[src/rtl/joy_pkg.sv]
// Shared joystick definitions: direction codes, button bits, FSM states.
// The downstream position tracker imports the same direction codes.
package joy_pkg;

    localparam logic [1:0] DIR_UP    = 2'b00;
    localparam logic [1:0] DIR_DOWN  = 2'b01;
    localparam logic [1:0] DIR_LEFT  = 2'b10;
    localparam logic [1:0] DIR_RIGHT = 2'b11;

    localparam int BTN_UP    = 0;
    localparam int BTN_DOWN  = 1;
    localparam int BTN_LEFT  = 2;
    localparam int BTN_RIGHT = 3;
    localparam int BTN_N     = 4;

    typedef enum logic [1:0] {
        ST_IDLE   = 2'b00,
        ST_DELAY  = 2'b01,
        ST_REPEAT = 2'b10
    } joy_state_t;

    // True only when exactly one line is pressed.
    function automatic logic is_single(input logic [BTN_N-1:0] b);
        return (b != '0) && ((b & (b - 4'd1)) == '0);
    endfunction

    function automatic logic [1:0] btn_to_dir(input logic [BTN_N-1:0] b);
        logic [1:0] d;
        d = DIR_UP;
        case (b)
            4'b0001: d = DIR_UP;
            4'b0010: d = DIR_DOWN;
            4'b0100: d = DIR_LEFT;
            4'b1000: d = DIR_RIGHT;
            default: d = DIR_UP;
        endcase
        return d;
    endfunction

endpackage

[src/rtl/joy_dir_encoder_debounce_bit.sv]
// One switch line: 2-flop synchroniser followed by a debounce counter.
// The clean level flips only after the synced level differs for DEBOUNCE_CYCLES.
module debounce_bit
    import joy_pkg::*;
#(
    parameter int DEBOUNCE_CYCLES = 50000,
    parameter int CNT_W           = 32
) (
    input  logic clk,
    input  logic reset,
    input  logic i_raw,
    output logic o_clean
);

    localparam logic [CNT_W-1:0] LP_LAST = CNT_W'(DEBOUNCE_CYCLES - 1);

    logic             r_meta;
    logic             r_sync;
    logic             r_clean;
    logic [CNT_W-1:0] r_cnt;

    always_ff @(posedge clk or posedge reset) begin
        if (reset) begin
            r_meta <= 1'b0;
            r_sync <= 1'b0;
        end else begin
            r_meta <= i_raw;
            r_sync <= r_meta;
        end
    end

    always_ff @(posedge clk or posedge reset) begin
        if (reset) begin
            r_clean <= 1'b0;
            r_cnt   <= '0;
        end else if (r_sync == r_clean) begin
            r_cnt <= '0;
        end else if (r_cnt == LP_LAST) begin
            r_clean <= r_sync;
            r_cnt   <= '0;
        end else begin
            r_cnt <= r_cnt + 1'b1;
        end
    end

    assign o_clean = r_clean;

endmodule

[src/rtl/joy_dir_encoder.sv]
// Joystick input conditioner: debounce, one-hot direction encode and
// auto-repeating step pulses for the position tracker.
module joy_dir_encoder
    import joy_pkg::*;
#(
    parameter int DEBOUNCE_CYCLES = 50000,
    parameter int REPEAT_DELAY    = 25000000,
    parameter int REPEAT_RATE     = 5000000,
    parameter int CNT_W           = 32
) (
    input  logic       clk,
    input  logic       reset,
    input  logic [3:0] btn_raw,
    output logic [1:0] positions,
    output logic       step,
    output logic       held,
    output logic [3:0] btn_clean
);

    localparam logic [CNT_W-1:0] LP_DLY_LAST  = CNT_W'(REPEAT_DELAY - 1);
    localparam logic [CNT_W-1:0] LP_RATE_LAST = CNT_W'(REPEAT_RATE - 1);

    logic [BTN_N-1:0] w_clean;
    logic             w_valid;
    logic [1:0]       w_dir;
    logic             w_dir_chg;
    logic             w_dly_done;
    logic             w_rate_done;

    joy_state_t       r_state;
    joy_state_t       w_state_nxt;
    logic             w_step_nxt;
    logic [1:0]       w_pos_nxt;
    logic             w_timer_clr;

    logic [CNT_W-1:0] r_timer;
    logic             r_step;
    logic [1:0]       r_pos;
    logic             r_held;

    for (genvar gi = 0; gi < BTN_N; gi++) begin : g_db
        debounce_bit #(
            .DEBOUNCE_CYCLES(DEBOUNCE_CYCLES),
            .CNT_W          (CNT_W)
        ) u_db (
            .clk    (clk),
            .reset  (reset),
            .i_raw  (btn_raw[gi]),
            .o_clean(w_clean[gi])
        );
    end

    // r_pos always holds the direction being repeated outside IDLE.
    assign w_valid     = is_single(w_clean);
    assign w_dir       = btn_to_dir(w_clean);
    assign w_dir_chg   = (w_dir != r_pos);
    assign w_dly_done  = (r_timer == LP_DLY_LAST);
    assign w_rate_done = (r_timer == LP_RATE_LAST);

    always_ff @(posedge clk or posedge reset) begin
        if (reset) begin
            r_state <= ST_IDLE;
        end else begin
            r_state <= w_state_nxt;
        end
    end

    always_comb begin
        w_state_nxt = r_state;
        unique case (r_state)
            ST_IDLE: begin
                if (w_valid) w_state_nxt = ST_DELAY;
            end
            ST_DELAY: begin
                if (!w_valid)       w_state_nxt = ST_IDLE;
                else if (w_dir_chg) w_state_nxt = ST_DELAY;
                else if (w_dly_done) w_state_nxt = ST_REPEAT;
            end
            ST_REPEAT: begin
                if (!w_valid)       w_state_nxt = ST_IDLE;
                else if (w_dir_chg) w_state_nxt = ST_DELAY;
            end
            default: w_state_nxt = ST_IDLE;
        endcase
    end

    always_comb begin
        w_step_nxt = 1'b0;
        unique case (r_state)
            ST_IDLE:   w_step_nxt = w_valid;
            ST_DELAY:  w_step_nxt = w_valid && (w_dir_chg || w_dly_done);
            ST_REPEAT: w_step_nxt = w_valid && (w_dir_chg || w_rate_done);
            default:   w_step_nxt = 1'b0;
        endcase
        w_pos_nxt = w_step_nxt ? w_dir : r_pos;
    end

    assign w_timer_clr = (w_state_nxt != r_state) || w_step_nxt ||
                         (r_state == ST_IDLE);

    always_ff @(posedge clk or posedge reset) begin
        if (reset) begin
            r_timer <= '0;
        end else if (w_timer_clr) begin
            r_timer <= '0;
        end else begin
            r_timer <= r_timer + 1'b1;
        end
    end

    always_ff @(posedge clk or posedge reset) begin
        if (reset) begin
            r_step <= 1'b0;
            r_pos  <= DIR_UP;
            r_held <= 1'b0;
        end else begin
            r_step <= w_step_nxt;
            r_pos  <= w_pos_nxt;
            r_held <= (w_state_nxt != ST_IDLE);
        end
    end

    assign positions = r_pos;
    assign step      = r_step;
    assign held      = r_held;
    assign btn_clean = w_clean;

endmodule

[config.mk]
export PLATFORM = sky130hd
export DESIGN_NAME = joy_dir_encoder
export DESIGN_NICKNAME = d
export VERILOG_FILES = /design/src/rtl/joy_pkg.sv /design/src/rtl/joy_dir_encoder_debounce_bit.sv /design/src/rtl/joy_dir_encoder.sv
export SDC_FILE = /design/constraint.sdc
export NUM_CORES = 1
export LEC_CHECK = 0
export CORE_MARGIN = 3
export CORE_UTILIZATION = 34
export CTS_CLUSTER_DIAMETER = 120
export DETAILED_ROUTE_END_ITERATION = 16
export DONT_BUFFER_PORTS = 1
export GPL_TIMING_DRIVEN = 0
export PLACE_DENSITY = 0.54
export SYNTH_ARGS = -nofsm -noshare
export SYNTH_HDL_FRONTEND = slang
export SYNTH_SLANG_ARGS = --single-unit
[constraint.sdc]
create_clock -name clk -period 6.3 [get_ports clk]
set_input_delay 0.63 -clock clk [delete_from_list [all_inputs] [get_ports clk]]
set_output_delay 0.63 -clock clk [all_outputs]
set_load 0.02 [all_outputs]
# [After elaboration in Yosys (flattened, before gate mapping)]
# Cells that the tools add are included.
# W data, S select, Z words.
[totals] memories=0 register_bits=178 latchBits=0 ramBits=0 romBits=0 input_bits=6
[classes] n_div=0 n_bitwise=5 reduce_logical=15 muxes=18 n_lt_le_gt_ge=0 mul=0 addsub=6 n_eq_ne=17 shifts=0
[op_table] cell="$mux W32" count=9
[op_table] cell="$add A32 B1 Y32 const B" count=5
[op_table] cell="$eq A32 B16 Y1 const B" count=4
[op_table] cell="$eq A32 B23 Y1 const B" count=1
[op_table] cell="$eq A32 B25 Y1 const B" count=1
[op_table] cell="$mux W2" count=6
[op_table] cell="$pmux W2 S3" count=2
[op_table] cell="$reduce_and A2 Y1" count=4
[op_table] cell="$and A4 B4 Y4" count=1
[op_table] cell="$eq A1 B1 Y1" count=4
[op_table] cell="$eq A4 B2 Y1 const B" count=1
[op_table] cell="$eq A4 B3 Y1 const B" count=1
[op_table] cell="$eq A4 B4 Y1 const B" count=1
[op_table] cell="$logic_not A4 Y1" count=1
[op_table] cell="$logic_or A1 B1 Y1" count=4
[op_table] cell="$ne A2 B2 Y1" count=2
[op_table] cell="$not A1 Y1" count=4
[op_table] cell="$reduce_bool A4 Y1" count=1
[op_table] cell="$sub A4 B1 Y4 const B" count=1
[op_table] cell="$logic_and A1 B1 Y1" count=3
[op_table] cell="$pmux W1 S3" count=1
[op_table] cell="$eq A2 B1 Y1 const B" count=1
[op_table] cell="$eq A2 B2 Y1 const B" count=1
[op_table] cell="$logic_not A2 Y1" count=1
[op_table] cell="$reduce_bool A2 Y1" count=1

# [Logic depth before layout (Yosys ltp)]
# Gate-level depths: netlist of run 1.
[logic_depth] depth_word=10 ltp_mapped=10

# [Cells and area by module]
# A second synthesis of run 1 with hierarchy kept.
[hier_totals] cells_unflattened=1009 area_unflattened_um2=9540.4
[modules_own_cells] mod="debounce_bit" instances=4 cells_each=185 seq_area_each_um2=875.8 area_each_um2=1771.7
[modules_own_cells] mod="joy_dir_encoder" instances=1 cells_each=269 seq_area_each_um2=950.9 area_each_um2=2453.6

# [Worst setup path after synthesis of run 1]
# Ideal clock, no wire load.
[synth_path] path_kind="register -> register" start="reg r_timer[0]" end="reg r_timer[23]" slack_ns=4.236 period_less_slack_ns=2.064 n_path_buf=2 arrival_time_ns=1.978 setup_ns=0.086 stages_incl_launch_ff=10 path_cell_list="dfrtp_1 > ha_1 > and2_1 > clkbuf_1 > nand4_1 > nor2_1 > a41o_1 > a221o_1 > buf_6 > nor3_1"
[synth_via] elab_chain_cells=9 elab_cells_between_ends=16
[synth_rtl] item="start: declaration" line="joy_dir_encoder.sv:36" source="logic [CNT_W-1:0] r_timer;"
[synth_rtl] item="start signal: assignment" line="joy_dir_encoder.sv:107" source="r_timer <= r_timer + 1'b1;"
[synth_rtl] item="$eq A32 B25 Y1" line="joy_dir_encoder.sv:57" source="assign w_dly_done = (r_timer == LP_DLY_LAST);"
[synth_rtl] item="$mux W2" line="joy_dir_encoder.sv:77" source="else if (w_dly_done) w_state_nxt = ST_REPEAT;"
[synth_rtl] item="$mux W2" line="joy_dir_encoder.sv:76" source="else if (w_dir_chg) w_state_nxt = ST_DELAY;"
[synth_rtl] item="$mux W2" line="joy_dir_encoder.sv:75" source="if (!w_valid) w_state_nxt = ST_IDLE;"
[synth_rtl] item="$pmux W2 S3" line="joy_dir_encoder.sv:70" source="unique case (r_state)"
[synth_rtl] item="$ne A2 B2 Y1" line="joy_dir_encoder.sv:98" source="assign w_timer_clr = (w_state_nxt != r_state) || w_step_nxt ||"
[synth_rtl] item="$logic_or A1 B1 Y1 (2 in a row)" line="joy_dir_encoder.sv:98"
[synth_rtl] item="$mux W32 (*)" line="joy_dir_encoder.sv:104" source="end else if (w_timer_clr) begin"
# Every way passes the cells marked *; elsewhere a longest branch is shown, timed or not.
# A chain may end at the register's enable or synchronous reset.

# [Worst setup path in the final report of run 1]
[layout_path] start="reg g_db[3].u_db.r_cnt[0]" end="reg g_db[3].u_db.r_cnt[23]"
[layout_via] elab_chain_cells=3 elab_cells_between_ends=4
[layout_rtl] item="start: declaration" line="joy_dir_encoder_debounce_bit.sv:20" source="logic [CNT_W-1:0] r_cnt;"
[layout_rtl] item="start signal: assignment" line="joy_dir_encoder_debounce_bit.sv:42" source="r_cnt <= r_cnt + 1'b1;"
[layout_rtl] item="$add A32 B1 Y32 / $eq A32 B16 Y1 (equally long branches)" line="joy_dir_encoder_debounce_bit.sv:42, joy_dir_encoder_debounce_bit.sv:38"
[layout_rtl] item="$mux W32 (*)" line="joy_dir_encoder_debounce_bit.sv:38" source="end else if (r_cnt == LP_LAST) begin"
[layout_rtl] item="$mux W32 (*)" line="joy_dir_encoder_debounce_bit.sv:36" source="end else if (r_sync == r_clean) begin"
# Marked as above.

==> flow_metrics.env, run 1 <==
export IMPL_status="completed"
export IMPL_worstSetupPathType="register to register"
export IMPL_rr_worst_depth=8
export IMPL_pwr_share_seq_pct=50.9
export IMPL_syn_num_nets=917
export IMPL_cts_htree_levels=4
export IMPL_r2r_start="g_db[3].u_db.r_cnt[0]"
export IMPL_rows=58
export IMPL_cts_path_max_buffers=2
export IMPL_via_per_inst=4.927
export IMPL_critPathMaxStageDelay_ns=0.49
export IMPL_antenna_found_initial=0
export IMPL_cp_max_fo=10
export IMPL_fill_cells=2501
export IMPL_synth_seq_area_share_pct=50.61
export IMPL_drive_gt1_share_pct=7.173
export IMPL_postRouteAntennaNets=0
export IMPL_netlist_area_leader_share_pct=50.61
export IMPL_die_area_mm2=0.02785
export IMPL_clk_latency_ns=0.43
export IMPL_cts_made_buffers=17
export IMPL_cp_arrival_ns=2.89
export IMPL_yosys_warnings=0
export IMPL_cts_hold_buf=0
export IMPL_p_per_area_mw_per_mm2=231.3
export IMPL_timing_rr_end="g_db[3].u_db.r_cnt[23]"
export IMPL_drv_slew=0
export IMPL_ys_seq_elements=178
export IMPL_rsz0062_at_grt="no"
export IMPL_cap_violations=0
export IMPL_first_iter_violations=328
export IMPL_die_w_um=166.9
export IMPL_cpMostUsedCell="nor4_1"
export IMPL_wire_per_inst_um=13.72
export IMPL_hold_class="input pin to asynchronous set/reset pin"
export IMPL_ys_types=52
export IMPL_grt_util_all_layers_pct=13.01
export IMPL_vias=6228
export IMPL_fin_crit_ns=2.604
export IMPL_min_period_over_period_pct=41.33
export IMPL_power_frac_comb_pct=2.3
export IMPL_hold_violations=0
export IMPL_cts_resized=0
export IMPL_ios=14
export IMPL_synth_most_common_cell="dfrtp_1"
export IMPL_yosysTopAreaCell="dfrtp_1"
export IMPL_netlist_area_mm2=0.008801
export IMPL_worst_pin_slew_ns=0.7137
export IMPL_synthArstFlopShare_pct=100.0
export IMPL_post_cts_buffers=0
export IMPL_ys_flop_type="dfrtp_1"
export IMPL_drcViolationCount=0
export IMPL_clock_skew_ns=0.01320
export IMPL_coreArea_mm2=0.02533
export IMPL_start_util_pct=34.75
export IMPL_p_sw_uw=513.6
export IMPL_synth_edf_count=0
export IMPL_clock_sinks=178
export IMPL_netlist_instances=902
export IMPL_clockPowerShare_pct=46.8
export IMPL_area_growth_pct=11.79
export IMPL_cp_start_kind="register"
export IMPL_grt_pass1_wl_mm=30.42
export IMPL_utilization_pct=38.85
export IMPL_fmax_ghz=0.3840
export IMPL_grt_ovfl_total=0
export IMPL_grt_max_degree=101
export IMPL_port_buffer_count=0
export IMPL_synth_area_leaders="dfrtp_1 51%, xor2_1 10%, nor2_1 6.5%, xnor2_1 4.4%, nand2_1 3.1%"
export IMPL_nNetsFinal=937
export IMPL_swShare_pct=22.56
export IMPL_ir_drop_mv=0.1460
export IMPL_crit_path_end_kind="register"
export IMPL_drt_wl_total_mm=17.35
export IMPL_p_int_uw=1762
export IMPL_fin_area_mm2=0.009838
export IMPL_place_area_mm2=0.009249
export IMPL_ys_top_cells_by_count="178 x dfrtp_1, 153 x nor2_1, 102 x xor2_1"
export IMPL_slowest_stage="nor4_1"
export IMPL_relSlewSlack_pct=52.05
export IMPL_synth_area_per_cell_um2=9.757
export IMPL_antenna_cells=0
export IMPL_p_leak_uw=0.004191
export IMPL_path_clk_slew_ns=0.07
export IMPL_path_cells="ha_1 > nand3_1 > nor4_1 > nand2_1 > nor4_1 > nand2b_1 > clkbuf_1 > nor2_1"
export IMPL_dpl_hpwl_mm=11.79
export IMPL_r2r_slack_ns=3.70
export IMPL_die_h_um=166.9
export IMPL_grt_pass1_vias=6320
export IMPL_cts_tree="built"
export IMPL_multi_input_area_mm2=0.004119
export IMPL_regArea_mm2=0.004454
export IMPL_root_buffer="clkbuf_16"
export IMPL_setup_viol=0
export IMPL_drt_pass1_iterations=5
export IMPL_required_ns=6.59
export IMPL_cp_startpoint="g_db[3].u_db.r_cnt[0]"
export IMPL_gp_congestion=0.7858
[routing by layer]
metal | global-route usage [%] | vias to the layer above | share of wire (%) | wire (um)
met5 | 0 | - | 0 | 0
li1 | - | 3143 | - | -
met3 | 2.991 | 9 | 2.3 | 403
met4 | 3.228 | 0 | 0.80 | 138
met2 | 20.69 | 51 | 46 | 7897
met1 | 18.07 | 3025 | 51 | 8907
[power groups by stage]
stage	clock network, uW	registers (uW)	logic [uW]
after floorplan	0	1180	37.7
after global placement	0	1180	52.0
after detailed placement	0	1180	54.6
after CTS	1100	1160	55.2
after global routing	1150	1160	62.2
final	1070	1160	51.5
[worst max-delay path, delay by kind of cell (launching register included)]
kind                       cells  cell delay [ns]
buffers and inverters          1             0.44
adders and majority gates      1             0.20
and+or+nand+nor                6             1.43
DFF                            1             0.39
[flip-flops by register name (all words and copies together) (netlist names)]
register and count:
g_db.u_db.r_cnt 128, r_timer 32, g_db.u_db.o_clean 4, g_db.u_db.r_meta 4
g_db.u_db.r_sync 4, positions 2, r_state 2, held 1
step 1
[final cells by class]
type,instances,share of cell area [%]
multi-input cells,679,41.87
flip-flops and latches,178,45.28
well taps,330,4.197
clock inverters,13,1.526
clock buffers,18,4.464
plain buffers,28,1.666
inverters,17,0.7249
repair buffers,1,0.2798
[stage by stage]
| stage | instances | hold WS [ns] | TNS (ns) | worst slack (ns) | power (uW) |
|---|---|---|---|---|---|
| 6_report | 1264 | 0.1244 | 0 | 3.696 | 2276 |
| 5_1_grt | 1264 | 0.1572 | 0 | 3.488 | 2372 |
| 4_1_cts | 1264 | 0.1432 | 0 | 3.640 | 2317 |
| 3_5_place_dp | 1233 | 0.3364 | 0 | 3.669 | 1235 |
| 3_3_place_gp | 1232 | 0.3327 | -243.29 | -1.385 | 1232 |
| 2_1_floorplan | 902 | 0.3312 | 0 | 0.8397 | 1216 |
[placed cells by master, fill, tap and decap left out, drive strengths merged, types with 2 or more instances in the layout]
cell / n
nor4b: 4
buf: 17
nor3b: 5
nor3: 43
nor2: 154
a31oi: 2
nand2b: 3
ha: 9
o21ai: 17
and2: 7
dfrtp: 178
clkbuf: 30
nand3: 53
a2bb2oi: 2
a21oi: 12
nand2: 73
or3: 14
and3: 39
nand4: 41
mux2: 4
nor4: 26
or4: 4
xnor2: 44
xor2: 102
bufinv: 2
inv: 22
clkinv: 5
o21a: 3
and4: 5
[how the worst max path moves through the flow]
stage,depth (start not counted),endpoint,slack (ns)
4_1_cts,8,g_db[3].u_db.r_cnt[23],3.64
6_report,8,g_db[3].u_db.r_cnt[23],3.70
3_3_place_gp,1,r_timer[15],-1.38
3_5_place_dp,9,r_timer[17],3.67
2_1_floorplan,1,g_db[0].u_db.o_clean,0.84
5_1_grt,9,r_timer[19],3.49
[cells by family after synthesis]
family / synth area share (%)
buffers and inverters: 2.587
AO/OA/AOI/OAI: 3.128
AND/OR/NAND/NOR: 27.24
adder cells (fa/ha/maj): 1.280
flip-flops: 50.61
XOR/XNOR: 14.53
multiplexers: 0.6255
No activity file was read; power rests on OpenSTA's default activity.
==> inputs of run 2 (changes only) <==
- ABC_AREA: default -> 1
- clock period: 6.3 -> 2.4 ns (I/O delays scaled with it)
==> flow_metrics.env, run 2 <==
export IMPL_status="completed"
export IMPL_min_period_over_period_pct=90.39
export IMPL_grt_max_degree=40
export IMPL_cts_path_max_buffers=2
export IMPL_fin_crit_ns=2.169
export IMPL_cts_made_buffers=17
export IMPL_drt_pass1_iterations=6
export IMPL_fin_ws_ns=0.2307
export IMPL_synth_most_common_cell="nand2_1"
export IMPL_relSlewSlack_pct=52.78
export IMPL_first_iter_violations=450
export IMPL_cap_violations=0
export IMPL_p_leak_uw=0.004669
export IMPL_gp_congestion=0.8892
export IMPL_largest_register_ffs=128
export IMPL_wire_per_inst_um=13.40
export IMPL_ios=14
export IMPL_place_ws_ns=0.1295
export IMPL_rows=62
export IMPL_synth_edf_count=0
export IMPL_syn_num_nets=1299
export IMPL_ir_drop_mv=0.4312
export IMPL_port_buffer_count=0
export IMPL_required_ns=2.74
export IMPL_antenna_cells=0
export IMPL_cp_max_fo=4
export IMPL_p_per_area_mw_per_mm2=544.8
export IMPL_worstSetupPathType="register to register"
export IMPL_fin_area_mm2=0.01136
export IMPL_cts_tree="built"
export IMPL_ys_seq_elements=178
export IMPL_crit_path_end_kind="register"
export IMPL_ys_flop_type="dfrtp_1"
export IMPL_dpl_hpwl_mm=17.47
export IMPL_yosys_warnings=0
export IMPL_top_regs="g_db.u_db.r_cnt (128), r_timer (32)"
export IMPL_nNetsFinal=1331
export IMPL_hold_worst_slack_ns=0.3472
export IMPL_die_area_mm2=0.03163
export IMPL_clock_sinks=178
export IMPL_place_area_mm2=0.01061
export IMPL_root_buffer="clkbuf_16"
export IMPL_clock_skew_ns=0.01012
export IMPL_vias=8386
export IMPL_mostFrequentLayoutCells="228 x nand2_1, 190 x nor2_1, 177 x dfrtp_1, 160 x inv_1, 85 x nor3_1"
export IMPL_layout_commonest_cell="nand2_1"
export IMPL_drt_wl_total_mm=22.93
export IMPL_synth_area_per_cell_um2=7.820
export IMPL_die_h_um=177.9
export IMPL_postRouteAntennaNets=0
export IMPL_area_growth_pct=13.10
export IMPL_netlist_area_leader_share_pct=44.36
export IMPL_ys_types=41
export IMPL_cp_start_kind="register"
export IMPL_yosysTopAreaCell="dfrtp_1"
export IMPL_cts_htree_levels=4
export IMPL_grt_pass1_wl_mm=39.94
export IMPL_cp_arrival_ns=2.51
export IMPL_grt_ovfl_total=0
export IMPL_drv_slew=0
export IMPL_worst_pin_slew_ns=0.7068
export IMPL_grt_pass1_vias=8206
export IMPL_die_w_um=177.9
export IMPL_via_per_inst=4.898
export IMPL_drcViolationCount=0
export IMPL_antenna_found_initial=0
export IMPL_fmax_ghz=0.4610
export IMPL_setup_viol=0
export IMPL_netlist_area_mm2=0.01004
export IMPL_synth_area_leaders="dfrtp_1 44%, nand2_1 8.6%, nor2_1 7.1%, inv_1 6.1%, xor2_1 5.3%"
export IMPL_hold_class="register to register"
export IMPL_synthArstFlopShare_pct=100.0
export IMPL_path_clk_slew_ns=0.07
export IMPL_fill_cells=2990
export IMPL_start_util_pct=34.70
export IMPL_ys_top_cells_by_count="230 x nand2_1, 191 x nor2_1, 178 x dfrtp_1"
export IMPL_grt_util_all_layers_pct=15.45
export IMPL_regMostFlops="g_db.u_db.r_cnt"
export IMPL_hold_violations=0
export IMPL_synth_seq_area_share_pct=44.36
export IMPL_coreArea_mm2=0.02894
export IMPL_clk_latency_ns=0.43
export IMPL_netlist_instances=1284
export IMPL_drive_gt1_share_pct=9.413
[run 2: cell types whose count changed in the layout (fill, tap and decap cells not counted), moves of 13 or more]
cell     change
xor2_1      -41
or3_1       -13
xnor2_1     -36
a21oi_1     +43
inv_1      +144
nor2_2      +33
nor2_1      +37
nand4_1     +18
nand2_1    +156
and3_1      -36
nor3_1      +47
o21ai_0     +28
[run 2: layer usage]
metal / global-route usage [%] / vias up / wire length [um]
li1: - / 4307 / -
met3: 2.696 / 20 / 639
met1: 21.35 / 3943 / 11300
met4: 4.516 / 0 / 329
met5: 0 / - / 0
met2: 24.84 / 116 / 10660
[run 2: path summary, 6_finish.rpt]
path | startpoint | end | slack, ns | cells after the start
worst min-delay path | g_db[0].u_db.r_meta | g_db[0].u_db.r_sync | 0.35 | 0
max in group asynchronous | reset | g_db[1].u_db.r_cnt[15] | 1.11 | 4
min in group asynchronous | reset | g_db[3].u_db.r_cnt[10] | 0.40 | 2
worst max register to register | g_db[1].u_db.r_cnt[0] | g_db[1].u_db.r_cnt[30] | 0.23 | 12
worst min register to register | g_db[0].u_db.r_meta | g_db[0].u_db.r_sync | 0.35 | 0
worst max-delay path | g_db[1].u_db.r_cnt[0] | g_db[1].u_db.r_cnt[30] | 0.23 | 12
[run 2: cell families after synthesis]
kind of cell             Yosys count  share of synthesized area, %
AND/OR/NAND/NOR                  724                         34.39
AO/OA/AOI/OAI                    122                         6.604
buffers and inverters            178                         7.053
XOR/XNOR                          69                         6.019
adder cells (fa/ha/maj)            9                         1.122
multiplexers                       4                        0.4486
flip-flops                       178                         44.36
[run 2: power by group]
group	switching (uW)	leakage [uW]	total [uW]	internal, uW
Combinational	127	0.00191	174	47.2
Clock	1190	0.000301	2970	1780
Sequential	18.6	0.00246	3040	3020
Total	1340	0.00467	6190	4850
[run 2: cell type report]
type | instances | area, um2 | area share (%)
repair buffers | 13 | 160.2 | 1.410
clock inverters | 11 | 180.2 | 1.587
inverters | 165 | 623.1 | 5.487
plain buffers | 13 | 90.09 | 0.7933
multi-input cells | 928 | 4920 | 43.32
flip-flops and latches | 178 | 4456 | 39.24
clock buffers | 20 | 446.7 | 3.933
well taps | 384 | 480.5 | 4.231
[run 2: stage by stage]
stage               setup TNS (ns)  total power (uW)  cells  utilization, %
finish                           0              6187   1712           39.25
CTS                              0              6282   1708           38.99
global route             -0.007301              6434   1712           39.25
floorplan                   -21.47              3205   1284               -
detailed placement               0              3270   1672           36.65
global placement           -219.32              3254   1668           36.37
[run 2: timing repair]
action	CTS	global route
endpoints found under the setup margin	0	15
setup buffers	0	4
gates resized for setup	0	13
hold buffers	5	0
hold endpoints to repair	33	0
[run 2: critical path, stage by stage (launching register included)]
cell and delay (ns):
dfrtp_1 0.39, ha_1 0.18, nand2_1 0.09, nor2_2 0.12, nand2_2 0.10, nor3_4 0.23
nand2_2 0.12, inv_1 0.11, nand4_1 0.13, inv_2 0.10, nand2_1 0.09, o21ai_0 0.20
nor3b_2 0.21
==> inputs of run 3 (changes only) <==
- CORE_UTILIZATION: 34 -> 39
- PLACE_DENSITY: 0.54 -> 0.59
==> flow_metrics.env, run 3 (same netlist as run 2, synthesis figures left out) <==
export IMPL_worstSetupPathType="register to register"
export IMPL_vias=8406
export IMPL_required_ns=2.71
export IMPL_layout_commonest_cell="nand2_1"
export IMPL_die_w_um=166.5
export IMPL_wire_per_inst_um=13.54
export IMPL_setup_viol=0
export IMPL_clockPowerShare_pct=45.7
export IMPL_start_util_pct=39.76
export IMPL_cts_made_buffers=17
export IMPL_r2r_slack_ns=0.20
export IMPL_die_h_um=166.5
export IMPL_gp_congestion=0.8847
export IMPL_fin_crit_ns=2.204
export IMPL_grt_ovfl_total=0
export IMPL_regArea_mm2=0.004454
export IMPL_cts_htree_levels=4
export IMPL_r2r_start="g_db[2].u_db.r_cnt[22]"
export IMPL_p_per_area_mw_per_mm2=526.7
export IMPL_rr_worst_depth=7
export IMPL_drive_gt1_share_pct=9.398
export IMPL_coreArea_mm2=0.02525
export IMPL_fin_ws_ns=0.1965
export IMPL_crit_path_end_kind="register"
export IMPL_critPathMaxStageDelay_ns=0.44
export IMPL_first_iter_violations=479
export IMPL_postRouteAntennaNets=0
export IMPL_setup_tns_ns=0
export IMPL_fill_cells=2556
export IMPL_utilization_pct=44.60
export IMPL_timing_rr_end="g_db[2].u_db.r_cnt[27]"
export IMPL_p_leak_uw=0.004679
export IMPL_antenna_cells=0
export IMPL_path_cells="or2_2 > nor4b_1 > nand4_1 > nand2_2 > inv_1 > o21ai_1 > a21oi_1"
export IMPL_hold_class="register to register"
export IMPL_top_regs="g_db.u_db.r_cnt (128), r_timer (32)"
export IMPL_place_ws_ns=0.03374
export IMPL_hold_violations=0
export IMPL_clock_sinks=178
export IMPL_ios=14
export IMPL_mostFrequentLayoutCells="227 x nand2_1, 189 x nor2_1, 178 x dfrtp_1, 161 x inv_1, 86 x nor3_1"
export IMPL_cp_max_fo=9
export IMPL_rows=58
export IMPL_die_area_mm2=0.02771
export IMPL_cts_tree="built"
export IMPL_status="completed"
export IMPL_relSlewSlack_pct=52.07
export IMPL_cts_path_max_buffers=2
export IMPL_root_buffer="clkbuf_16"
export IMPL_area_growth_pct=12.17
export IMPL_grt_pass1_vias=8328
export IMPL_cp_start_kind="register"
export IMPL_clock_skew_ns=0.01150
export IMPL_drcViolationCount=0
export IMPL_drt_pass1_iterations=5
export IMPL_slowest_stage="dfrtp_1"
export IMPL_regMostFlops="g_db.u_db.r_cnt"
export IMPL_clk_latency_ns=0.43
export IMPL_port_buffer_count=0
export IMPL_p_int_uw=4486
export IMPL_min_period_over_period_pct=91.81
export IMPL_grt_max_degree=38
export IMPL_cap_violations=0
export IMPL_antenna_found_initial=0
export IMPL_power_frac_comb_pct=3.1
export IMPL_crit_end="g_db[2].u_db.r_cnt[27]"
export IMPL_rsz0062_at_grt="yes"
export IMPL_dpl_hpwl_mm=17.18
export IMPL_multi_input_area_mm2=0.004915
export IMPL_grt_util_all_layers_pct=16.90
export IMPL_hold_worst_slack_ns=0.3567
export IMPL_via_per_inst=5.064
export IMPL_nNetsFinal=1332
export IMPL_drt_wl_total_mm=22.48
export IMPL_p_sw_uw=1446
export IMPL_cp_arrival_ns=2.52
export IMPL_ir_drop_mv=0.4305
export IMPL_path_depth=7
export IMPL_worst_pin_slew_ns=0.7174
export IMPL_cp_startpoint="g_db[2].u_db.r_cnt[22]"
export IMPL_fmax_ghz=0.4538
export IMPL_swShare_pct=24.38
export IMPL_pwr_share_seq_pct=51.2
export IMPL_largest_register_ffs=128
export IMPL_crit_family="simple AND/OR/NAND/NOR gates"
export IMPL_grt_pass1_wl_mm=39.61
export IMPL_path_clk_slew_ns=0.08
export IMPL_worst_path_buf_inv=1
export IMPL_drv_slew=0
==> run 3: per-layer routing <==
metal  wire (um)  part of all wire [%]  vias up  GRT usage (%)
met5           0                     0        -              0
met4         342                   1.5        0          4.519
met3         741                   3.3       29          3.513
met2       10410                    46      121          27.47
met1       10980                    49     3947          23.18
li1            -                     -     4309              -
==> run 3: power by group through the flow <==
stage	registers [uW]	logic [uW]	clock network, uW
global placement	3100	155	0
floorplan	3090	111	0
detailed placement	3100	179	0
global route	3040	209	2920
CTS	3040	186	2790
finish	3040	181	2710
==> run 3: final cells by class <==
cell class,count,share of cell area (%)
Inverter,165,5.532
Multi-Input combinational cell,928,43.63
Clock inverter,13,1.222
Buffer,13,0.7998
Timing Repair Buffer,14,1.666
Sequential cell,178,39.55
Clock buffer,19,3.932
Tap cell,330,3.666
==> run 3: how the worst min path moves through the flow <==
stage / startpoint / end / slack (ns) / depth (start not counted)
global route: btn_raw[2] / g_db[2].u_db.r_meta / 0.35 / 1
CTS: btn_raw[3] / g_db[3].u_db.r_meta / 0.34 / 1
floorplan: btn_raw[0] / g_db[0].u_db.r_meta / 0.27 / 0
detailed placement: reset / g_db[0].u_db.r_cnt[17] / 0.26 / 1
global placement: btn_raw[3] / g_db[3].u_db.r_meta / 0.27 / 0
finish: g_db[3].u_db.r_meta / g_db[3].u_db.r_sync / 0.36 / 0
==> run 3: worst reg2reg max path, cell delays in order (launching register included) <==
cell and delay (ns):
dfrtp_1 0.44, or2_2 0.30, nor4b_1 0.42, nand4_1 0.26, nand2_2 0.22, inv_1 0.19
o21ai_1 0.18, a21oi_1 0.09
==> run 3: through the flow <==
| step | power, uW | cells | instance area (um2) |
|---|---|---|---|
| global placement | 3253 | 1614 | 10460 |
| detailed placement | 3276 | 1619 | 10570 |
| floorplan | 3205 | 1284 | 10040 |
| global route | 6175 | 1660 | 11260 |
| finish | 5933 | 1660 | 11260 |
| CTS | 6015 | 1656 | 11200 |
==> run 3: what timing repair did <==
action                                  4_1_cts  5_1_grt
setup buffers                                 0        4
gates resized for setup                       0       11
endpoints found under the setup margin        0       13
hold buffers                                  5        0
hold endpoints to repair                     32        0
